## config.mk

```make
export PLATFORM = sky130hd
export DESIGN_NAME = posit_extract_accum_pipe_flat
export DESIGN_NICKNAME = d
export VERILOG_FILES = /design/src/rtl/posit_extract_accum_pipe_if.sv /design/src/rtl/posit_extract_accum_pipe.sv /design/src/flat_wrapper.sv
export SDC_FILE = /design/constraint.sdc
export NUM_CORES = 1
export LEC_CHECK = 0
export BUFFER_PORTS_ARGS = -buffer_cell sky130_fd_sc_hd__buf_2
export CAP_MARGIN = 20
export CORE_AREA = 2 2 124 246
export DETAILED_ROUTE_END_ITERATION = 10
export DIE_AREA = 0 0 126 248
export GPL_ROUTABILITY_DRIVEN = 1
export SLEW_MARGIN = 10
export SYNTH_ARGS = -nofsm -noshare
export SYNTH_HDL_FRONTEND = slang
export SYNTH_SLANG_ARGS = --single-unit
```

## constraint.sdc

```tcl
create_clock -name clk -period 48.2 [get_ports clk]
set_input_delay 4.82 -clock clk [delete_from_list [all_inputs] [get_ports clk]]
set_output_delay 4.82 -clock clk [all_outputs]
set_load 0.03 [all_outputs]
```

## src/rtl/posit_extract_accum_pipe_if.sv

```systemverilog
// +----------------------------------------------------------------------------+
// | posit_extract_accum_pipe_if                                                |
// | Valid/ready stream bundle between a posit source, the extractor and sink.  |
// | Rev 1.0                                                                    |
// +----------------------------------------------------------------------------+
`default_nettype none

interface posit_extract_accum_pipe_if #(
  parameter int NBITS   = 32,
  parameter int SCALE_W = 8,
  parameter int FRAC_W  = 32
);
  logic               in_valid;
  logic               in_ready;
  logic [NBITS-1:0]   in_posit;
  logic               out_valid;
  logic               out_ready;
  logic               out_sign;
  logic               out_zero;
  logic               out_inf;
  logic [SCALE_W-1:0] out_scale;
  logic [FRAC_W-1:0]  out_frac;
  logic [NBITS-2:0]   out_abs;

  modport master (
    output in_valid, in_posit, out_ready,
    input  in_ready, out_valid, out_sign, out_zero, out_inf, out_scale, out_frac, out_abs
  );

  modport slave (
    input  in_valid, in_posit, out_ready,
    output in_ready, out_valid, out_sign, out_zero, out_inf, out_scale, out_frac, out_abs
  );
endinterface

`default_nettype wire

```

## src/rtl/posit_extract_accum_pipe.sv

```systemverilog
// +----------------------------------------------------------------------------+
// | posit_extract_accum_pipe                                                   |
// | Two-stage posit decoder: sign/zero/NaR/magnitude, then regime/exp/frac.    |
// | Optional: POSIT_EXTRACT_STATS_EN adds saturating zero/NaR output counters. |
// | Rev 1.0                                                                    |
// +----------------------------------------------------------------------------+
`default_nettype none

module posit_extract_accum_pipe #(
  parameter int NBITS   = 32,
  parameter int ES      = 2,
  parameter int SCALE_W = 8,
  parameter int FRAC_W  = 32
) (
  input  wire logic                  clk,
  input  wire logic                  reset,
  posit_extract_accum_pipe_if.slave  bus
`ifdef POSIT_EXTRACT_STATS_EN
  ,
  output logic [31:0]                stat_zero_cnt,
  output logic [31:0]                stat_inf_cnt
`endif
);

  localparam int RUN_W  = $clog2(NBITS) + 1;
  localparam int EF_W   = ES + FRAC_W;
  localparam int WIDE_W = NBITS - 1 + EF_W;

  logic               s1_valid_q, s1_valid_d;
  logic               s1_sign_q,  s1_sign_d;
  logic               s1_zero_q,  s1_zero_d;
  logic               s1_inf_q,   s1_inf_d;
  logic [NBITS-2:0]   s1_abs_q,   s1_abs_d;

  logic               out_valid_q, out_valid_d;
  logic               out_sign_q,  out_sign_d;
  logic               out_zero_q,  out_zero_d;
  logic               out_inf_q,   out_inf_d;
  logic [SCALE_W-1:0] out_scale_q, out_scale_d;
  logic [FRAC_W-1:0]  out_frac_q,  out_frac_d;
  logic [NBITS-2:0]   out_abs_q,   out_abs_d;

  logic               s1_adv;
  logic               in_ready;
  logic [NBITS-1:0]   in_neg;

  logic               dec_r0;
  logic               dec_stop;
  logic [RUN_W-1:0]   dec_run;
  logic [RUN_W-1:0]   dec_rw;
  logic [NBITS-2:0]   dec_rem;
  logic [WIDE_W-1:0]  dec_wide;
  logic [EF_W-1:0]    dec_ef;
  logic [SCALE_W-1:0] dec_k;
  logic [SCALE_W-1:0] dec_exp;
  logic [SCALE_W-1:0] dec_scale;
  logic [FRAC_W-1:0]  dec_frac;

  assign s1_adv   = !out_valid_q || bus.out_ready;
  assign in_ready = !s1_valid_q || s1_adv;
  assign in_neg   = -bus.in_posit;

  // Stage 1: classify and take magnitude of the accepted posit.
  always_comb begin
    s1_valid_d = s1_valid_q;
    s1_sign_d  = s1_sign_q;
    s1_zero_d  = s1_zero_q;
    s1_inf_d   = s1_inf_q;
    s1_abs_d   = s1_abs_q;
    if (in_ready) begin
      s1_valid_d = bus.in_valid;
      if (bus.in_valid) begin
        s1_sign_d = bus.in_posit[NBITS-1];
        s1_zero_d = (bus.in_posit == '0);
        s1_inf_d  = (bus.in_posit == {1'b1, {(NBITS-1){1'b0}}});
        s1_abs_d  = bus.in_posit[NBITS-1] ? in_neg[NBITS-2:0] : bus.in_posit[NBITS-2:0];
      end
    end
  end

  // Regime run-length; a regime with no terminator shifts everything out, so
  // exponent and fraction fall naturally to zero.
  always_comb begin
    dec_r0   = s1_abs_q[NBITS-2];
    dec_run  = '0;
    dec_stop = 1'b0;
    for (int i = NBITS - 2; i >= 0; i--) begin
      if (!dec_stop && (s1_abs_q[i] == dec_r0)) begin
        dec_run = dec_run + RUN_W'(1);
      end else begin
        dec_stop = 1'b1;
      end
    end
    dec_rw    = dec_run + RUN_W'(1);
    dec_rem   = s1_abs_q << dec_rw;
    dec_wide  = {dec_rem, {EF_W{1'b0}}};
    dec_ef    = dec_wide[WIDE_W-1 -: EF_W];
    dec_exp   = SCALE_W'(dec_ef >> FRAC_W);
    dec_k     = dec_r0 ? (SCALE_W'(dec_run) - SCALE_W'(1)) : (SCALE_W'(0) - SCALE_W'(dec_run));
    dec_scale = (dec_k << ES) + dec_exp;
    dec_frac  = dec_ef[FRAC_W-1:0];
    if (s1_zero_q || s1_inf_q) begin
      dec_scale = '0;
      dec_frac  = '0;
    end
  end

  // Stage 2: output register only moves when the sink is free or consuming.
  always_comb begin
    out_valid_d = out_valid_q;
    out_sign_d  = out_sign_q;
    out_zero_d  = out_zero_q;
    out_inf_d   = out_inf_q;
    out_scale_d = out_scale_q;
    out_frac_d  = out_frac_q;
    out_abs_d   = out_abs_q;
    if (s1_adv) begin
      out_valid_d = s1_valid_q;
      if (s1_valid_q) begin
        out_sign_d  = s1_sign_q;
        out_zero_d  = s1_zero_q;
        out_inf_d   = s1_inf_q;
        out_scale_d = dec_scale;
        out_frac_d  = dec_frac;
        out_abs_d   = s1_abs_q;
      end
    end
  end

  always_ff @(posedge clk) begin
    if (reset) begin
      s1_valid_q  <= 1'b0;
      s1_sign_q   <= 1'b0;
      s1_zero_q   <= 1'b0;
      s1_inf_q    <= 1'b0;
      s1_abs_q    <= '0;
      out_valid_q <= 1'b0;
      out_sign_q  <= 1'b0;
      out_zero_q  <= 1'b0;
      out_inf_q   <= 1'b0;
      out_scale_q <= '0;
      out_frac_q  <= '0;
      out_abs_q   <= '0;
    end else begin
      s1_valid_q  <= s1_valid_d;
      s1_sign_q   <= s1_sign_d;
      s1_zero_q   <= s1_zero_d;
      s1_inf_q    <= s1_inf_d;
      s1_abs_q    <= s1_abs_d;
      out_valid_q <= out_valid_d;
      out_sign_q  <= out_sign_d;
      out_zero_q  <= out_zero_d;
      out_inf_q   <= out_inf_d;
      out_scale_q <= out_scale_d;
      out_frac_q  <= out_frac_d;
      out_abs_q   <= out_abs_d;
    end
  end

  assign bus.in_ready  = in_ready;
  assign bus.out_valid = out_valid_q;
  assign bus.out_sign  = out_sign_q;
  assign bus.out_zero  = out_zero_q;
  assign bus.out_inf   = out_inf_q;
  assign bus.out_scale = out_scale_q;
  assign bus.out_frac  = out_frac_q;
  assign bus.out_abs   = out_abs_q;

`ifdef POSIT_EXTRACT_STATS_EN
  logic        out_xfer;
  logic [31:0] zero_cnt_q, zero_cnt_d;
  logic [31:0] inf_cnt_q,  inf_cnt_d;

  assign out_xfer = out_valid_q && bus.out_ready;

  always_comb begin
    zero_cnt_d = zero_cnt_q;
    inf_cnt_d  = inf_cnt_q;
    if (out_xfer && out_zero_q && (zero_cnt_q != '1)) zero_cnt_d = zero_cnt_q + 32'd1;
    if (out_xfer && out_inf_q && (inf_cnt_q != '1))   inf_cnt_d  = inf_cnt_q + 32'd1;
  end

  always_ff @(posedge clk) begin
    if (reset) begin
      zero_cnt_q <= '0;
      inf_cnt_q  <= '0;
    end else begin
      zero_cnt_q <= zero_cnt_d;
      inf_cnt_q  <= inf_cnt_d;
    end
  end

  assign stat_zero_cnt = zero_cnt_q;
  assign stat_inf_cnt  = inf_cnt_q;
`endif

endmodule

`default_nettype wire

```

## src/flat_wrapper.sv

```systemverilog
// flat-port wrapper written by rule: the top's interface ports become plain ports
module posit_extract_accum_pipe_flat 
#(
  parameter int NBITS   = 32,
  parameter int ES      = 2,
  parameter int SCALE_W = 8,
  parameter int FRAC_W  = 32
)
  (clk, reset, bus_in_valid, bus_in_posit, bus_out_ready, bus_in_ready, bus_out_valid, bus_out_sign, bus_out_zero, bus_out_inf, bus_out_scale, bus_out_frac, bus_out_abs);
  posit_extract_accum_pipe_if #(.NBITS(NBITS), .SCALE_W(SCALE_W), .FRAC_W(FRAC_W)) bus_i ();
  input  wire logic clk;
  input  wire logic reset;
  input wire logic [$bits(bus_i.in_valid)-1:0] bus_in_valid;
  input wire logic [$bits(bus_i.in_posit)-1:0] bus_in_posit;
  input wire logic [$bits(bus_i.out_ready)-1:0] bus_out_ready;
  output wire logic [$bits(bus_i.in_ready)-1:0] bus_in_ready;
  output wire logic [$bits(bus_i.out_valid)-1:0] bus_out_valid;
  output wire logic [$bits(bus_i.out_sign)-1:0] bus_out_sign;
  output wire logic [$bits(bus_i.out_zero)-1:0] bus_out_zero;
  output wire logic [$bits(bus_i.out_inf)-1:0] bus_out_inf;
  output wire logic [$bits(bus_i.out_scale)-1:0] bus_out_scale;
  output wire logic [$bits(bus_i.out_frac)-1:0] bus_out_frac;
  output wire logic [$bits(bus_i.out_abs)-1:0] bus_out_abs;
  assign bus_i.in_valid = bus_in_valid;
  assign bus_i.in_posit = bus_in_posit;
  assign bus_i.out_ready = bus_out_ready;
  assign bus_in_ready = bus_i.in_ready;
  assign bus_out_valid = bus_i.out_valid;
  assign bus_out_sign = bus_i.out_sign;
  assign bus_out_zero = bus_i.out_zero;
  assign bus_out_inf = bus_i.out_inf;
  assign bus_out_scale = bus_i.out_scale;
  assign bus_out_frac = bus_i.out_frac;
  assign bus_out_abs = bus_i.out_abs;
  posit_extract_accum_pipe #(.NBITS(NBITS), .ES(ES), .SCALE_W(SCALE_W), .FRAC_W(FRAC_W)) u_core (.clk(clk), .reset(reset), .bus(bus_i));
endmodule
```

==> metrics, run 1 <==
status finished, final reports clean; Leak between 4 and 5 nW; post-synthesis sequential area ratio 0.211; grt total ovfl 0; GRT Total Usage 0.220; final setup vio count 0; Rel. slew slack 0.304; Wirelength per Cell 20.0 um; nets 1,410; drc violations 0; Num CTS Buffers 9; Post-synth ARST share 0; # fillers 3,092; Post-CTS Resized 0; CP max stage cell buf_4; Max Root-Sink Buffers 2; Worst VDD drop between 0.00003 and 0.00004 V; Setup CP Type flop to flop; final max-slew violation count 0; vias in the first global route 9,988; DP Area approximately 0.011 mm^2; post-route design area about 0.011 mm^2; Worst Path Max Fanout 80; Worst Max-Slew Pin Slew between 1 and 1.5 ns; post-synth top area share 0.211; Synth area leader dfxtp_1; maxcap violations 0; Worst path max stage delay approximately 0.67 ns; Worst Hold Launch u_core.s1_sign_q; first-pass GRT wire length 53.8 mm; Int Pwr 0.239 mW; final WL roughly 34 mm; WP data required a little under 50 ns; initial antenna violation count 1; fin worst setup slack approximately 28 ns; most frequent cell on the critical path ha_1; Final HPWL DP 26.8 mm; CP startpoint u_core.s1_abs_q[30]; die area roughly 0.031 mm^2; top-count cell post-synth nand2_1; data arrival time of the critical path 20.29 ns; startpoint types flop; Die Wd around 130 um; syn_area_per_cell 7.75 um^2; Inst Count DP between 1.5k and 2k; PortBufs approximately 110; die height between 200 and 250 um; Top Ports ~110; Std-Cell Rows between 80 and 90; Ys Warns 0; largest cells by area after synthesis dfxtp_1 (21%), mux2i_1 (9.8%), nand2_1 (6.0%); Net Sw Frac 0.466; final hold vios 0; Synth Flop Type dfxtp_1; achievable frequency 50.1 MHz; Syn Std Cell Area ~0.010 mm^2; pre-CTS setup slack 28.01 ns; largest net degree at the start of global routing between 80 and 90; CTS tree yes; RSZ-0062 raised after global routing no; vias roughly 10k; core area roughly 0.029 mm^2; Worst Skew ~0.012 ns; reg2reg start u_core.s1_abs_q[30]; CTS root buf clkbuf_16; setup TNS 0 ns; Syn Inst Count around 1.3k; Final ANT Viol Nets 0; htree depth 3; Seq cells post-synth around 110; net switching power ~0.21 mW; Seq pwr share 0.239; GPL Wtd Cong ~0.91; area grow syn2layout 10.5%; post-layout total power roughly 0.45 mW; CP endpoint kind flop; period utilization 0.414; vias per inst 5.81; Setup Buffers After CTS 0; hold crit path type flop to flop; clock power share 0.181; Unique masters post-synth 95; Detailed Route Iter0 Violations roughly 450; hold buffer count at cts 0; Clk pin slew, worst setup/hold paths roughly 0.080 ns; Initial Utilization 0.345; worst-skew pair later-pin latency 0.38 ns; fraction of layout cells with a size suffix above 1 0.144; minimum clock period between 15 and 20 ns; Power Dens Cells about 40 mW/mm^2; post-route insts no fill about 1.7k; Post-synth EDFFs 0; CTS sink cnt approximately 110; Comb power frac 0.580; drt first pass iters 5; commonest cells in the netlist nand2_1 (162), nor2_1 (123), dfxtp_1 (107), mux2i_1 (99), a21oi_1 (77)
==> metrics by stage <==
step,util,hold WS [ns]
after floorplan,-,0.432
after global placement,0.369,0.443
after detailed placement,0.369,0.445
after CTS,0.380,0.456
after global routing,0.381,0.473
final,0.381,0.453
==> metal layers <==
layer | vias up | share of wire | GRT usage
li1 | 4811 | - | -
met1 | 4765 | 0.34 | 0.200
met2 | 275 | 0.56 | 0.434
met3 | 114 | 0.027 | 0.0233
met4 | 0 | 0.078 | 0.169
met5 | - | 0 | 0
==> layout make-up <==
class,count,area [um^2],area share
multi-input cells,1071,7480,0.668
flip-flops and latches,107,2140,0.191
clock inverters,6,83.8,0.00749
diodes,1,2.50,0.000223
repair buffers,124,677,0.0604
inverters,33,124,0.0111
well taps,364,455,0.0407
clock buffers,10,229,0.0204
==> sequential cells by signal (all words and copies together) (netlist names) <==
name and flops:
u_core.bus.out_abs 31, u_core.s1_abs_q 31, u_core.bus.out_frac 29, u_core.bus.out_scale 8, u_core.bus.out_inf 1, u_core.bus.out_sign 1
u_core.bus.out_valid 1, u_core.bus.out_zero 1, u_core.s1_inf_q 1, u_core.s1_sign_q 1, u_core.s1_valid_q 1, u_core.s1_zero_q 1
==> worst paths after layout <==
kind	slack, ns	cells past startpoint	to
setup / recovery	28.24	96	u_core.bus.out_scale[0]
hold / removal	0.45	2	u_core.bus.out_sign
hold reg to reg	0.45	2	u_core.bus.out_sign
setup reg to reg	28.24	96	u_core.bus.out_scale[0]
==> worst max-delay path: cells and delay by family (launching register included) <==
family	cells	cell delay (ns)
AND/OR/NAND/NOR	21	2.18
AO/OA/AOI/OAI	32	5.55
flip-flops	1	0.33
multiplexers	10	2.71
XOR/XNOR	1	0.39
buffers and inverters	8	1.40
adder cells (fa/ha/maj)	24	7.32
==> placed cells by master (no fill, tap or decap), types with 6 or more instances in the layout <==
cell type / instances
clkbuf_16: 9
or4_1: 7
buf_2: 108
and4_1: 6
a31oi_1: 11
mux2_2: 8
nand4_1: 9
nor3_1: 39
nor2_1: 122
a21oi_1: 77
xor2_1: 53
xnor2_1: 48
and2_1: 17
or2_2: 9
a22oi_1: 6
a22o_1: 16
dfxtp_1: 106
nand3_1: 34
o211ai_1: 6
buf_4: 14
nand2_1: 162
mux2i_1: 99
a21o_1: 12
a211oi_1: 38
a32o_1: 18
inv_1: 33
ha_1: 28
and3_1: 12
nand2b_1: 13
a211o_1: 7
o31ai_1: 11
nor2b_1: 10
o41ai_1: 6
or3_1: 12
nor4_1: 9
o21ai_0: 49
==> power groups by stage <==
stage               clock, mW  combinational, mW  sequential [mW]
floorplan                   0              0.188            0.112
global placement            0              0.252            0.109
detailed placement          0              0.256            0.109
CTS                    0.0832              0.257            0.107
global route           0.0853              0.283            0.108
finish                 0.0808              0.259            0.107
==> cells by family after synthesis <==
family                   synth area share
AND/OR/NAND/NOR                     0.236
multiplexers                        0.123
XOR/XNOR                            0.124
buffers and inverters              0.0554
flip-flops                          0.211
AO/OA/AOI/OAI                       0.215
adder cells (fa/ha/maj)            0.0356
other                            0.000370
Note: power is estimated with default switching activity, not from simulation.
==> inputs of run 2 (changes only) <==
==> constraint.sdc (replaced) <==
create_clock -name clk -period 16.5 [get_ports clk]
set_input_delay 1.65 -clock clk [delete_from_list [all_inputs] [get_ports clk]]
set_output_delay 1.65 -clock clk [all_outputs]
set_load 0.03 [all_outputs]
==> metrics, run 2 (same netlist as run 1, synthesis figures left out) <==
Worst VDD drop 0.000122 V (+230%); worst hold endpoint u_core.bus.out_abs[23]; CTS root buf clkbuf_16; # fillers 2,918 (-5.6%); Net Sw Frac 0.430 (-0.0360); Top Ports 112 (unchanged); reg2reg start u_core.s1_abs_q[27]; CP max stage cell mux4_2; Clk pin slew, worst setup/hold paths 0.08 ns (about the same); Final ANT Viol Nets 0 (unchanged); maxcap violations 0 (unchanged); Final HPWL DP 28.8 mm (+7.6%); vias per inst 5.73 (-1.4%); initial antenna violation count 2 (+1); final setup vio count 31 (+31); clock power share 0.127 (-0.054); Setup CP Type flop to flop; minimum clock period 17.05 ns (-2.91 ns); final WL 39.2 mm (+14%); GRT Total Usage 0.240 (+0.0204); Seq pwr share 0.167 (-0.072); Max Root-Sink Buffers 2 (unchanged); failing checks negative setup slack; register area 0.00215 mm^2 (+0.53%); Multi-input gate area 0.00842 mm^2 (+12%); hold buffer count at cts 0 (unchanged); Int Pwr 1.06 mW (+340%); DRT met1 WL 12.8 mm (+9.9%); CP endpoint kind flop; Worst Max-Slew Pin Slew 1.00 ns (-0.0433 ns); fin worst setup slack -0.553 ns (-28.79 ns); met2 wire len 21.4 mm (+12%); drc violations 0 (unchanged); worst-skew pair later-pin latency 0.38 ns (about the same); htree depth 3 (unchanged); core area 0.0294 mm^2 (unchanged); Worst path max stage delay 0.51 ns (-0.16 ns); achievable frequency 58.6 MHz (+17%); Detailed Route Iter0 Violations 724 (+62%); most frequent cell on the critical path ha_1; Worst Skew 0.00996 ns (-0.00239 ns); first-pass GRT wire length 58.8 mm (+9.3%); die height 248 um (unchanged); Worst Hold Launch u_core.bus.out_abs[23]; Num CTS Buffers 9 (unchanged); reg2reg end u_core.bus.out_frac[25]; GPL Wtd Cong 0.943 (+4.0%); post-layout total power 1.86 mW (+320%); fraction of layout cells with a size suffix above 1 0.332 (+0.188); drt first pass iters 5 (unchanged); Rel. slew slack 0.333 (+0.0289); Worst Path Max Fanout 7 (-91%); vias 10.9k (+9.1%); setup TNS -11.37 ns (-11.37 ns); most frequent cells in the layout buf_4 (161), nand2_1 (160), nor2_1 (112); RSZ-0062 raised after global routing yes; met3 wire length 1.36 mm (+46%); Power Dens Cells 135 mW/mm^2 (+240%); Leak 5.64 nW (+22%); vias in the first global route 10.9k (+9.5%); net switching power 0.799 mW (+280%); final hold vios 0 (unchanged); nets 1,591 (+13%); worst hold slack 0.453 ns (-0.000663 ns); largest net degree at the start of global routing 78 (-3.7%); Die Wd 126 um (unchanged); CTS tree yes; final max-slew violation count 0 (unchanged); hold depth 2 (unchanged); PortBufs 108 (unchanged); WP data required 16.77 ns (-31.76 ns); area grow syn2layout 36.1%; hold crit path type flop to flop; CTS sink cnt 107 (unchanged); r2r setup slk -0.55 ns (-28.79 ns); startpoint types flop; Wirelength per Cell 20.7 um (+3.1%); grt total ovfl 0 (unchanged); Std-Cell Rows 89 (unchanged); Initial Utilization 0.345 (unchanged); commonest non-fill, non-tap cell in the layout buf_4; die area 0.0312 mm^2 (unchanged); period utilization 1.03 (+0.619); Comb power frac 0.706 (+0.126); Max Used Layer met4; data arrival time of the critical path 17.32 ns (-2.97 ns); Worst Reg2Reg Path Length in Cells 94 (-2.1%); status complete, but fails checks
==> run 2: cell type report <==
class,instances,area share
Tap cell,364,0.0330
Sequential cell,107,0.156
Antenna cell,2,0.000363
Clock inverter,7,0.00644
Clock buffer,9,0.0163
Timing Repair Buffer,305,0.168
Multi-Input combinational cell,1071,0.610
Inverter,33,0.00916
==> run 2: worst max-delay path by stage <==
stage	from	to	slack (ns)	depth (start not counted)
floorplan	u_core.s1_abs_q[30]	u_core.bus.out_frac[22]	-0.07	99
finish	u_core.s1_abs_q[27]	u_core.bus.out_frac[25]	-0.55	94
CTS	u_core.s1_abs_q[25]	u_core.bus.out_frac[26]	-0.16	95
global route	u_core.s1_abs_q[27]	u_core.bus.out_frac[25]	-1.39	96
detailed placement	u_core.s1_abs_q[26]	u_core.bus.out_frac[21]	-0.69	91
global placement	u_core.s1_abs_q[26]	u_core.bus.out_frac[21]	-0.27	91
==> run 2: critical path: cells and delay by family, from the launching register on <==
kind                     cells  cell delay [ns]
AO/OA/AOI/OAI               30             4.45
AND/OR/NAND/NOR             19             1.88
buffers and inverters       10             0.92
adder cells (fa/ha/maj)     25             6.88
flip-flops                   1             0.37
XOR/XNOR                     1             0.24
multiplexers                 9             2.22
==> run 2: layer usage <==
layer | track usage | vias up
li1 | - | 5164
met1 | 0.214 | 5197
met2 | 0.472 | 343
met3 | 0.0308 | 165
met4 | 0.193 | 0
met5 | 0 | -
==> run 2: power by group through the flow <==
stage / Sequential [mW] / Combinational, mW / Clock, mW
2_1_floorplan: 0.328 / 0.584 / 0
3_3_place_gp: 0.315 / 0.926 / 0
3_5_place_dp: 0.315 / 0.935 / 0
4_1_cts: 0.310 / 1.15 / 0.240
5_1_grt: 0.313 / 1.39 / 0.248
6_report: 0.311 / 1.31 / 0.236
==> run 2: repair_timing <==
item | 4_1_cts | 5_1_grt
pin swaps | 56 | 51
buffers inserted | 41 | 20
endpoints found under the setup margin | 33 | 36
cloned | 2 | 3
resized for setup | 115 | 80
==> run 2: through the flow <==
stage	cells	cell area (um^2)	utilization	setup slack, ns
4_1_cts	1873	13200	0.448	-0.155
3_5_place_dp	1815	12000	0.408	-0.692
6_report	1898	13800	0.469	-0.553
2_1_floorplan	1310	10400	-	-0.0683
3_3_place_gp	1815	12000	0.408	-0.272
5_1_grt	1897	13800	0.469	-1.39
